--- config.mk ---
export PLATFORM = sky130hd
export DESIGN_NAME = baud_rate_generator
export DESIGN_NICKNAME = d
export VERILOG_FILES = /design/src/rtl/baud_rate_generator.sv
export SDC_FILE = /design/constraint.sdc
export NUM_CORES = 1
export LEC_CHECK = 0
export CORE_ASPECT_RATIO = 1.1
export CORE_UTILIZATION = 30
export CTS_CLUSTER_DIAMETER = 60
export DETAILED_ROUTE_END_ITERATION = 12
export PLACE_DENSITY = 0.61
export SYNTH_ARGS = -nofsm -noshare
export SYNTH_HDL_FRONTEND = slang
export SYNTH_SLANG_ARGS = --single-unit
--- constraint.sdc ---
create_clock -name pclk -period 5.7 [get_ports pclk]
set_input_delay 0.855 -clock pclk [delete_from_list [all_inputs] [get_ports pclk]]
set_output_delay 0.855 -clock pclk [all_outputs]
set_load 0.03 [all_outputs]
--- src/rtl/baud_rate_generator.sv ---
// SPI master serial-clock generator with per-edge sample/shift strobes.
// Latency: sclk and *_edge are registered (1 pclk); BaudRateDivisor and *_pre are combinational.
// Backpressure: none; runs freely while ss is low and the mode allows it, otherwise idles at cpol.
//
// Ports:
//   pclk, preset_n       APB clock, asynchronous active-low reset
//   spi_mode, spiswai    00 run, 01 wait (halted when spiswai=1), 10/11 stop
//   ss                   slave select, low while a transfer is in progress
//   cpol, cpha           clock idle level, sample on leading (0) or trailing (1) edge
//   sppr, spr            prescaler / rate fields
//   BaudRateDivisor      (sppr+1) * 2^(spr+1), 2..2048
//   sclk                 serial clock
//   sample_pre/shift_pre next pclk produces a sample/shift edge on sclk
//   sample_edge/shift_edge  the above delayed one pclk, aligned with the new sclk level
module baud_rate_generator (
  input  logic        pclk,
  input  logic        preset_n,
  input  logic [1:0]  spi_mode,
  input  logic        spiswai,
  input  logic        ss,
  input  logic        cpol,
  input  logic        cpha,
  input  logic [2:0]  sppr,
  input  logic [2:0]  spr,
  output logic [11:0] BaudRateDivisor,
  output logic        sclk,
  output logic        sample_pre,
  output logic        shift_pre,
  output logic        sample_edge,
  output logic        shift_edge
);

  logic [11:0] prescale;
  logic [3:0]  shift_amt;
  logic [11:0] half;
  logic [11:0] half_m1;
  logic [11:0] cnt;
  logic        active;
  logic        at_toggle;
  logic        leading;
  logic        next_is_sample;

  // Divisor decode: (sppr+1) << (spr+1). The shift amount needs 4 bits since spr+1 reaches 8.
  assign prescale        = {9'd0, sppr} + 12'd1;
  assign shift_amt       = {1'b0, spr} + 4'd1;
  assign BaudRateDivisor = prescale << shift_amt;

  // Half period in pclk cycles; always >= 1, so half_m1 never underflows.
  assign half    = BaudRateDivisor >> 1;
  assign half_m1 = half - 12'd1;

  // Stop mode, and wait mode with spiswai set, look exactly like a deasserted ss.
  assign active = !ss && ((spi_mode == 2'b00) || ((spi_mode == 2'b01) && !spiswai));

  assign at_toggle = active && (cnt == half_m1);

  // A toggle starting from the idle level is the leading edge. With cpha=1 the
  // sample edge is the trailing one, so XOR with cpha selects the sample edge.
  assign leading        = (sclk == cpol);
  assign next_is_sample = leading ^ cpha;

  assign sample_pre = at_toggle && next_is_sample;
  assign shift_pre  = at_toggle && !next_is_sample;

  always_ff @(posedge pclk or negedge preset_n) begin
    if (!preset_n) begin
      cnt         <= 12'd0;
      sclk        <= 1'b0;
      sample_edge <= 1'b0;
      shift_edge  <= 1'b0;
    end else begin
      // Pre-strobes are already gated by active, so the edge strobes clear
      // one pclk after the transfer stops.
      sample_edge <= sample_pre;
      shift_edge  <= shift_pre;
      if (!active) begin
        cnt  <= 12'd0;
        sclk <= cpol;
      end else if (cnt == half_m1) begin
        cnt  <= 12'd0;
        sclk <= ~sclk;
      end else begin
        // A divisor shrunk mid-run may leave cnt above half_m1; it then wraps
        // through 12 bits before matching again.
        cnt <= cnt + 12'd1;
      end
    end
  end

endmodule

==> results.md <==
Min path:
- The hold path endpoint is cnt[0].
- The worst hold path belongs to the class reg -> reg.
- The cell depth of the worst min-delay path is 1.
- The worst min-delay path startpoint is cnt[0].

Clocking:
- The number of post-CTS setup repair buffers is 0.
- The buffer levels on the longest clock path is 2.
- TritonCTS built the clock tree.
- The clock input transition at the sequential cells of the worst setup and hold paths is 0.06 ns.
- The cell chosen for the clock root is sky130_fd_sc_hd__clkbuf_8.
- The H-tree depth is 1.
- The clock sink count is 15.
- Counting the buffers created by CTS gives 3.
- The clock insertion delay at the later pin of the skew report is 0.24 ns.

Status:
- The flow ran to the end, and the final reports show no timing, DRC or antenna violations.

Power:
- The worst-case IR drop observed on VDD is 107 uV.
- In this run the power density over the cells is 169 nW/um^2.
- Summing internal, switching and leakage power gives 0.341 mW.
- The analysis attributes to cell leakage a power of 0.825 nW.

Die:
- The width of the chip is 70.8 um.
- The total area inside the core boundary comes to 5000 um^2.
- From bottom edge to top edge, the die measures 77.7 um.
- The effective utilization at floorplan is 0.312.
- In this run the count of I/O pins placed on the die edge is 31.
- The number of placement rows is 27.
- The floorplan step defined a die boundary enclosing 5500 um^2.

Global route:
- Entering global routing, the biggest net connects 17 pins.
- The wire length of the first global-routing pass is 7180 um.
- For this run, the total global-route usage over all layers was measured as 0.161.
- The number of global-route vias before repair is 1576.
- After global routing the overflow that remains totals 0.
- The number of antenna violations at the first check in global routing is 0.

STA:
- The clock skew after layout is 0.00452 ns.
- For the pin with the worst max-slew slack, the measured transition is 0.670 ns.
- The maximum achievable frequency is 0.185 GHz.
- Headroom to the max-slew limit came out at 0.552.
- Setup violations remaining at the end of the flow were counted as 0.
- The worst slack on hold paths is 0.524 ns.
- The worst-case setup margin in the final layout is 0.290 ns.
- The number of max-slew violations in the final report is 0.
- The number of hold violations in the final report is 0.
- The share of the cycle needed by the critical path after routing is 0.949.
- Subtracting the final worst setup slack from the clock period gives 5.41 ns.
- Setup repair after global routing left no endpoint under its margin.
- The setup TNS after final layout is 0 ns.

Route:
- The routed layout has 1567 vias.
- The DRC violations left is 0.
- The vias per cell is 5.42.
- Dividing the detail-routed wire length by the instance count gives 13.8 um.
- Summed over all layers, the routed wires come to 3990 um.
- The violation count after the first detailed-routing iteration is 104.
- The first-pass iteration count of the detailed router is 6.
- The remaining antenna violation count after routing is 0.

Setup path:
- The kind of launch point of the worst setup path is a primary input.
- The startpoint of the worst setup timing path is sppr[0].
- The largest single stage delay on the critical path is 0.53 ns.
- The category of cells accounting for the largest share of critical-path delay is simple AND/OR/NAND/NOR gates.
- The origin of the critical flop-to-flop path is cnt[2].
- STA puts the critical path data required time at 4.85 ns.
- Across all register-to-register paths, the minimum setup slack is 3.31 ns.
- The worst reg-to-reg path cell count is 6.
- The critical path is of the in -> out type.
- The cell with the largest stage delay on the worst path is sky130_fd_sc_hd__or4_4.
- The most frequent cell on the critical path is sky130_fd_sc_hd__or4_4.
- The worst path buffer plus inverter count is 2.
- Walking the worst path, the cells encountered are clkdlybuf4s50_1, ha_1, and2b_2, nor2_1, o41ai_2, nand3_2, or4_4, o31a_1, or4_4, nor3_1, and3b_1, buf_4.
- The critical path arrival is 4.55 ns.
- The endpoint of the worst-slack reg-to-reg timing path is sclk.
- The element type at the critical path end is an output pin.
- The largest fanout of any net on the critical path is 7.

Placement:
- At the end of routability-driven placement, the weighted congestion stood at 0.835.
- The wire-length estimate of the detail-placed layout is 3200 um.
- Prior to clock tree synthesis, the placed netlist has a worst setup slack of 0.182 ns.
- The total placed cells including tap cells is 285.
- The quantity of I/O buffers inserted on ports is 30.
- After detailed placement, the total cell area comes to 1970 um^2.

Logic synthesis:
- After synthesis, the cell types taking the most area are sky130_fd_sc_hd__dfrtp_1 (24%), sky130_fd_sc_hd__xnor2_1 (6.7%), sky130_fd_sc_hd__nor2_1 (6.3%).
- The cell taking the most area after synthesis is sky130_fd_sc_hd__dfrtp_1.
- The share of async-settable or async-resettable flops after synthesis is 1.00.
- The register area share after synthesis is 0.240.
- The main flop type after synthesis is sky130_fd_sc_hd__dfrtp_1.
- After synthesis, the netlist uses 56 different library cells.
- In this run, synthesis produced a sequential element count of 15.
- The number of nets handed over by synthesis was 211.
- Summing every instance area after synthesis gives 1560 um^2.
- In the synthesized netlist, the number of instances is 193.
- The count of warnings emitted by yosys is 0.
- The average instance area after synthesis is 8.09 um^2.
- Of the post-synthesis cell area, the dominant cell type holds 0.240.
- The number of enable-type register cells in the synthesized netlist is 0.

Final layout:
- The leading cell type in the layout, fill and taps excluded is sky130_fd_sc_hd__clkdlybuf4s50_1.
- Fill cells in the final layout number 529.
- The final-stage net count is 250.
- Measured on the finished design, the core utilization comes to 0.403.
- The library cells used most frequently in the layout, excluding fill and tap cells, are sky130_fd_sc_hd__clkdlybuf4s50_1 (28), sky130_fd_sc_hd__nor2_1 (26), sky130_fd_sc_hd__dfrtp_1 (15), sky130_fd_sc_hd__xnor2_1 (12), sky130_fd_sc_hd__buf_4 (10).
- Relative to the synthesized area, the layout overhead comes to 29.2%.
- 0 antenna diodes ended up in the layout.
- In the final layout, the share of cells above drive strength 1 is 0.113.
- After routing the design area is 2020 um^2.
- The count of placed standard cells in the final layout, fillers left out is 289.

Run:
- The count of max-cap constraint violations is 0.
## routing by layer
layer	global-route usage	part of all wire	up-vias
li1	-	-	799
met2	0.271	0.48	30
met1	0.211	0.47	730
met4	0.0620	0.020	0
met3	0.0130	0.023	8
met5	0	0	-
## report_power, final
part           switching [mW]  leakage, nW  total, mW  internal (mW)
registers             0.00150        0.206      0.109          0.108
clock network          0.0326       0.0228     0.0819         0.0493
logic                  0.0866        0.596      0.150         0.0636
total                   0.121        0.825      0.341          0.221
## state kept, by name, indices dropped and copies added (netlist names)
name and count:
cnt 12, sample_edge 1, sclk 1, shift_edge 1
## worst register-to-register path, cell delays in order (launching register included)
cell and delay, ns:
sky130_fd_sc_hd__dfrtp_1 0.48, sky130_fd_sc_hd__nor3_1 0.11, sky130_fd_sc_hd__a2111oi_2 0.38, sky130_fd_sc_hd__o211ai_1 0.17
sky130_fd_sc_hd__or4_4 0.46, sky130_fd_sc_hd__or4_1 0.50, sky130_fd_sc_hd__a31oi_1 0.20
## cells in the mapped netlist, drive strengths merged, types with 2 or more instances
master   count
nor2        26
xnor2       12
o21ai        5
dfrtp       15
and3         5
ha           4
a32oi        2
a21o         4
nand3b       3
nor2b        5
clkbuf       2
nor3         6
a21oi        5
or4          3
o31a         2
buf          2
a21boi       2
or3b         2
nand2b       3
o2111ai      2
nand4        6
and2         5
inv         10
a211oi       2
a311oi       2
nor4         3
o31ai        2
xor2         8
nand3        9
a31oi        4
nand2       10
o211ai       5
## worst max path at each step
| stage | to | slack (ns) | cells after the start |
|---|---|---|---|
| 2_1_floorplan | shift_pre | 1.03 | 10 |
| 3_3_place_gp | sample_pre | 0.23 | 13 |
| 3_5_place_dp | sample_pre | 0.18 | 13 |
| 4_1_cts | sample_pre | 0.15 | 13 |
| 5_1_grt | sample_pre | 0.05 | 13 |
| 6_report | shift_pre | 0.29 | 12 |
## logic make-up (layout without fill, tap and decap cells)
kind of cell	after synthesis	count (layout)	synth area share
xor gates and xnor gates	20	20	0.112
and+or+nand+nor	93	93	0.337
buffers and inverters	14	52	0.0393
AOI/OAI and AO/OA	46	46	0.233
adders and majority gates	4	4	0.0321
DFF	15	15	0.240
muxes	1	1	0.00641
## layout make-up
class / count / area [um^2] / area share
multi-input combinational: 164 / 1130 / 0.561
clock buffer: 4 / 45.0 / 0.0223
sequential: 15 / 375 / 0.186
inverter: 10 / 37.5 / 0.0186
timing repair buffer: 38 / 355 / 0.176
tap: 58 / 72.6 / 0.0360
## repair_timing
action                                  CTS  global route
gates resized for setup                   0             2
endpoints found under the setup margin    0             2
hold buffers                              0             0
hold endpoints to repair                  0             0
Power figures use the tool's default switching activity.
